--- config.mk ---
export PLATFORM = sky130hd
export DESIGN_NAME = kong_game_ctrl
export DESIGN_NICKNAME = d
export VERILOG_FILES = /design/src/rtl/kong_game_ctrl.sv
export SDC_FILE = /design/constraint.sdc
export NUM_CORES = 1
export LEC_CHECK = 0
export ABC_CLOCK_PERIOD_IN_PS = 3630
export BUFFER_PORTS_ARGS = -buffer_cell sky130_fd_sc_hd__buf_2
export CAP_MARGIN = 20
export CORE_ASPECT_RATIO = 0.5
export CORE_MARGIN = 1
export CORE_UTILIZATION = 35
export CTS_CLUSTER_DIAMETER = 30
export DETAILED_ROUTE_END_ITERATION = 10
export SKIP_CTS_REPAIR_TIMING = 1
export SYNTH_ARGS = -nofsm -noshare
export SYNTH_HDL_FRONTEND = slang
export SYNTH_SLANG_ARGS = --single-unit
--- constraint.sdc ---
create_clock -name clk -period 3.63 [get_ports clk]
set_input_delay 0.9075 -clock clk [delete_from_list [all_inputs] [get_ports clk]]
set_output_delay 0.9075 -clock clk [all_outputs]
set_load 0.005 [all_outputs]
--- src/rtl/kong_game_ctrl.sv ---
// Kong game-flow sequencer: spawn/play/death/level-up/game-over phases,
// lives and level tracking, and per-frame gating of the kong motion logic.
module kong_game_ctrl #(
    parameter int INIT_LIVES      = 3,
    parameter int SPAWN_FRAMES    = 30,
    parameter int DIE_FRAMES      = 60,
    parameter int LEVEL_FRAMES    = 90,
    parameter int GAMEOVER_FRAMES = 120,
    parameter int FALL_LIMIT      = 470,
    parameter int MAX_LEVEL       = 9
) (
    input  logic        clk,
    input  logic        resetN,
    input  logic        startOfFrame,
    input  logic        key_start,
    input  logic        collision_hazard,
    input  logic        collision_goal,
    input  logic [10:0] kong_topY,
    output logic        kong_sof,
    output logic        kong_resetN,
    output logic        keys_enable,
    output logic [2:0]  game_state,
    output logic [2:0]  lives,
    output logic [3:0]  level
);

    typedef enum logic [2:0] {
        S_IDLE  = 3'd0,
        S_SPAWN = 3'd1,
        S_PLAY  = 3'd2,
        S_DYING = 3'd3,
        S_LEVEL = 3'd4,
        S_OVER  = 3'd5
    } state_t;

    localparam logic [7:0]         T_SPAWN = 8'(SPAWN_FRAMES - 1);
    localparam logic [7:0]         T_DIE   = 8'(DIE_FRAMES - 1);
    localparam logic [7:0]         T_LEVEL = 8'(LEVEL_FRAMES - 1);
    localparam logic [7:0]         T_OVER  = 8'(GAMEOVER_FRAMES - 1);
    localparam logic [2:0]         L_INIT  = 3'(INIT_LIVES);
    localparam logic [3:0]         L_MAX   = 4'(MAX_LEVEL);
    localparam logic signed [10:0] FALL_Y  = 11'(FALL_LIMIT);

    state_t     state_q, state_d;
    logic [7:0] timer_q, timer_d;
    logic [2:0] lives_q, lives_d;
    logic [3:0] level_q, level_d;
    logic       hit_hazard, hit_goal, start_req, key_d;
    logic       expired, fallen;

    // key_d resets high so a key already held at reset gives no edge
    always_ff @(posedge clk or negedge resetN) begin
        if (!resetN) begin
            hit_hazard <= 1'b0;
            hit_goal   <= 1'b0;
            start_req  <= 1'b0;
            key_d      <= 1'b1;
        end else begin
            key_d <= key_start;
            if (startOfFrame) begin
                hit_hazard <= 1'b0;
                hit_goal   <= 1'b0;
                start_req  <= 1'b0;
            end else begin
                hit_hazard <= hit_hazard | collision_hazard;
                hit_goal   <= hit_goal | collision_goal;
                start_req  <= start_req | (key_start & ~key_d);
            end
        end
    end

    assign expired = (timer_q == 8'd0);
    assign fallen  = ($signed(kong_topY) >= FALL_Y);

    always_comb begin
        state_d = state_q;
        timer_d = timer_q;
        lives_d = lives_q;
        level_d = level_q;
        unique case (state_q)
            S_IDLE: begin
                if (start_req) begin
                    state_d = S_SPAWN;
                    timer_d = T_SPAWN;
                    lives_d = L_INIT;
                    level_d = 4'd1;
                end
            end
            S_SPAWN: begin
                if (expired) state_d = S_PLAY;
                else         timer_d = timer_q - 8'd1;
            end
            S_PLAY: begin
                if (hit_hazard || fallen) begin
                    state_d = S_DYING;
                    timer_d = T_DIE;
                end else if (hit_goal) begin
                    state_d = S_LEVEL;
                    timer_d = T_LEVEL;
                end
            end
            S_DYING: begin
                if (!expired) begin
                    timer_d = timer_q - 8'd1;
                end else if (lives_q <= 3'd1) begin
                    state_d = S_OVER;
                    timer_d = T_OVER;
                    lives_d = 3'd0;
                end else begin
                    state_d = S_SPAWN;
                    timer_d = T_SPAWN;
                    lives_d = lives_q - 3'd1;
                end
            end
            S_LEVEL: begin
                if (!expired) begin
                    timer_d = timer_q - 8'd1;
                end else begin
                    state_d = S_SPAWN;
                    timer_d = T_SPAWN;
                    level_d = (level_q >= L_MAX) ? L_MAX : level_q + 4'd1;
                end
            end
            S_OVER: begin
                if (expired) state_d = S_IDLE;
                else         timer_d = timer_q - 8'd1;
            end
            default: state_d = S_IDLE;
        endcase
    end

    always_ff @(posedge clk or negedge resetN) begin
        if (!resetN) begin
            state_q     <= S_IDLE;
            timer_q     <= 8'd0;
            lives_q     <= L_INIT;
            level_q     <= 4'd1;
            kong_resetN <= 1'b0;
            keys_enable <= 1'b0;
        end else if (startOfFrame) begin
            state_q     <= state_d;
            timer_q     <= timer_d;
            lives_q     <= lives_d;
            level_q     <= level_d;
            kong_resetN <= (state_d == S_PLAY) || (state_d == S_DYING) ||
                           (state_d == S_LEVEL);
            keys_enable <= (state_d == S_PLAY);
        end
    end

    assign kong_sof   = startOfFrame & (state_q == S_PLAY);
    assign game_state = state_q;
    assign lives      = lives_q;
    assign level      = level_q;

endmodule

==> reports/summary.md <==
The logs give 3 for the number of buffers created by CTS and 0 for the number of antenna violations at the first check in global routing. Starting density of the core: 0.367. Register bit total from synthesis: 24. The congestion estimate from routability-driven global placement came to 0.796. The number of buffer and inverter instances along the worst setup path came out at 1. STA puts the critical path data arrival time at 2700 ps. The repair_antennas step left the layout with diodes totalling 0. The total standard cell area after synthesis is 0.00162 mm^2. The clock insertion delay at the later pin of the skew report is 270 ps, and the parity-gate share of the synthesized area counting xor and xnor cells is 0.

In the final timing run, aggregate negative setup slack is 0 ps. The floorplan has 17 rows. STA classifies the critical path startpoint as a register. The flow ran to the end, and the final reports show no timing, DRC or antenna violations.

The global-route usage over all layers was 0.164. The run gives 262 as the cell count after placement. Grouping stages by cell kind, the critical path spends the most delay in simple AND/OR/NAND/NOR gates.

The synthesis warning total was 0; the max-capacitance violation count was 0. The average size of a mapped cell is 8.83 um^2. The worst setup path is of the reg -> reg kind. Dividing total power by cell area gives a power density of 641 mW/mm^2. For this block, the initial DRC count from the detailed router was 65.

The area growth from synthesis to layout is 11.9%. Post-route minimum period: 2540 ps. The tools report the total power as 1160 uW. The run gives 0.411 as the end-of-flow core utilization. The logs give 266 for the final instance count without filler cells and 3740 um for the wire length reported by the detailed router.

Most frequently used cell type in the post-synthesis netlist: sky130_fd_sc_hd__nor2_1. Walking the worst path, the cells encountered are inv_1, ha_1, or3b_1, nor3_4, o21a_1, o211ai_1, a22o_2. The run gives 6340 um as the global-route wire length before repair.

Summed over all nets, the half-perimeter wirelength after detailed placement is 2780 um. For the design area, the log shows 0.00182 mm^2. Number of hold violations in the final report: 0. After detailed placement, the total cell area comes to 0.00177 mm^2.

Yosys attributes the largest share of cell area to sky130_fd_sc_hd__dfrtp_1 31%, sky130_fd_sc_hd__dfstp_2 6.5%, sky130_fd_sc_hd__nor2_1 5.1%, sky130_fd_sc_hd__ha_1 4.6%, sky130_fd_sc_hd__o21ai_0 3.7%. Counting along the longest clock path gives a buffer depth of 2. At the worst endpoint, the required time is 3800 ps. The share of the synthesized area in the top cell type was 0.308. The largest individual stage delay along the critical path comes from the cell sky130_fd_sc_hd__or3b_1. TritonCTS built the clock tree.

Post-synthesis async set-or-reset flop share: 1.00. Type of the most critical hold path: reg -> reg. The headroom to the max-slew limit is 0.599.

The worst-case IR drop observed on VDD is 0.236 mV. For the via count of the first global-routing pass, the log shows 1,347. The number of different library cells in the post-synthesis netlist came out at 51. The layout has 462 filler cells. In the synthesized netlist, the number of instances is 184. Setup repair after global routing left no endpoint under its margin. The biggest cell delay along the critical path works out to 570 ps. Setup violations remaining at the end of the flow were counted as 0. The commonest cells after synthesis are 22 x sky130_fd_sc_hd__nor2_1, 20 x sky130_fd_sc_hd__dfrtp_1, 16 x sky130_fd_sc_hd__inv_1. The most used flip-flop cell after synthesis is sky130_fd_sc_hd__dfrtp_1. The CTS clock-pin slew for the worst setup and hold paths was 90 ps. The number of H-tree branching levels is 1, and the total number of clock tree sinks is 24. The worst-margin pin slew is 595 ps. The post-synthesis share of cell area spent on and, or, nand and nor gates was 0.262; the via count was 1,433. The portion of the post-synthesis area used by sequential elements was 0.373. The top-level I/O count came out at 30. The fraction of final layout cells with drive strength greater than 1 was 0.211.

The area share of fa/ha/maj cells after synthesis works out to 0.0462. The aggregate global routing overflow is 0, and the post-detailed-route wirelength per cell is 14.0 um. The first detailed-routing pass took 6 iterations. The detail route stage leaves a number of antenna-violating nets equal to 0.

The run gives 25 as the largest net degree at the start of global routing. The number of nets handed over by synthesis was 207. Post-route DRC violation count: 0. For the worst clock skew, the log shows 5.96 ps. After floorplanning, the core was sized to cover 0.00442 mm^2.

Type of destination of the critical path: a register. Summed over all instances, the cell type with the most area after synthesis is sky130_fd_sc_hd__dfrtp_1. The tools report the achievable clock frequency as 0.394 GHz. The post-route fraction of the period consumed by the critical path was 0.698. The mux cell area share after synthesis is 0, and the highest net fanout along the worst path is 10. For the final max-slew violation count, the log shows 0. For this design the static power due to leakage is 0.000821 uW. The tree is rooted in a sky130_fd_sc_hd__clkbuf_8. Dividing the detail-routed via count by the number of cells gives 5.39.

Number of buffers inserted by port buffering: 28. The post-synthesis compound-gate area fraction works out to 0.238. The die height is 50.2 um. By area, the combinational part of the netlist is dominated by simple AND/OR/NAND/NOR gates. Yosys mapped a number of flops with a built-in enable equal to 0. After the last flow step, the layout net total stands at 233. From left edge to right edge, the die measures 98.3 um. The floorplan step defined a die boundary enclosing 0.00493 mm^2.
-- cell type report --
type                    instances  area, um^2  area share
inverters                      16        60.1      0.0331
flip-flops and latches         24         606       0.333
well taps                      57        71.3      0.0393
repair buffers                 29         148      0.0813
multi-input cells             136         887       0.488
clock buffers                   4        45.0      0.0248
-- power by group --
part | leakage [uW] | switching (uW) | total, uW | internal (uW)
logic | 0.000507 | 303 | 533 | 230
registers | 0.000292 | 116 | 467 | 351
clock network | 0.0000228 | 86.4 | 165 | 78.5
-- cells by family (layout without fill, tap and decap cells) --
| kind of cell | Yosys count | count (layout) |
|---|---|---|
| flops | 24 | 24 |
| buf+inv | 24 | 49 |
| fa+ha+maj | 6 | 6 |
| simple gates | 75 | 75 |
| compound gates | 55 | 55 |
-- stage by stage --
stage	hold slack [ps]	setup WS, ps
2_1_floorplan	487	1310
3_3_place_gp	493	1030
3_5_place_dp	505	1010
4_1_cts	526	1110
5_1_grt	543	920
6_report	524	1090
-- registers in the layout (all words and copies together), names as in the netlist --
signal and count:
timer_q 8, level 4, game_state 3, lives 3, hit_goal 1, hit_hazard 1, key_d 1, keys_enable 1
kong_resetN 1, start_req 1
-- routing by layer --
metal  part of all wire  up-vias  track usage
li1                   -      724            -
met1               0.54      689        0.232
met2               0.43       18        0.254
met3              0.032        2       0.0404
met4             0.0043        0       0.0373
met5                  0        -            0
-- placed cells by master (no fill, tap or decap), types with 3 or more instances in the layout --
cell type	count
sky130_fd_sc_hd__o211ai_1	6
sky130_fd_sc_hd__ha_1	6
sky130_fd_sc_hd__dfrtp_1	20
sky130_fd_sc_hd__a21boi_0	3
sky130_fd_sc_hd__o21ai_0	12
sky130_fd_sc_hd__nor2_1	22
sky130_fd_sc_hd__nand2_1	8
sky130_fd_sc_hd__and2_1	6
sky130_fd_sc_hd__nor4_1	4
sky130_fd_sc_hd__dfstp_2	4
sky130_fd_sc_hd__a21oi_1	9
sky130_fd_sc_hd__o21a_1	3
sky130_fd_sc_hd__o31ai_1	3
sky130_fd_sc_hd__inv_1	16
sky130_fd_sc_hd__clkbuf_8	3
sky130_fd_sc_hd__a21o_1	3
sky130_fd_sc_hd__buf_2	28
sky130_fd_sc_hd__nor3_1	8
sky130_fd_sc_hd__nand3_1	5
-- worst paths after layout --
path / from / endpoint / slack, ps / cells past startpoint
hold reg to reg: level[3] / level[3] / 520 / 1
min in group asynchronous: resetN / level[2] / 610 / 1
setup / recovery: timer_q[0] / timer_q[5] / 1090 / 7
hold / removal: level[3] / level[3] / 520 / 1
max in group asynchronous: resetN / key_d / 2640 / 1
setup reg to reg: timer_q[0] / timer_q[5] / 1090 / 7
Note: power is estimated with default switching activity, not from simulation.
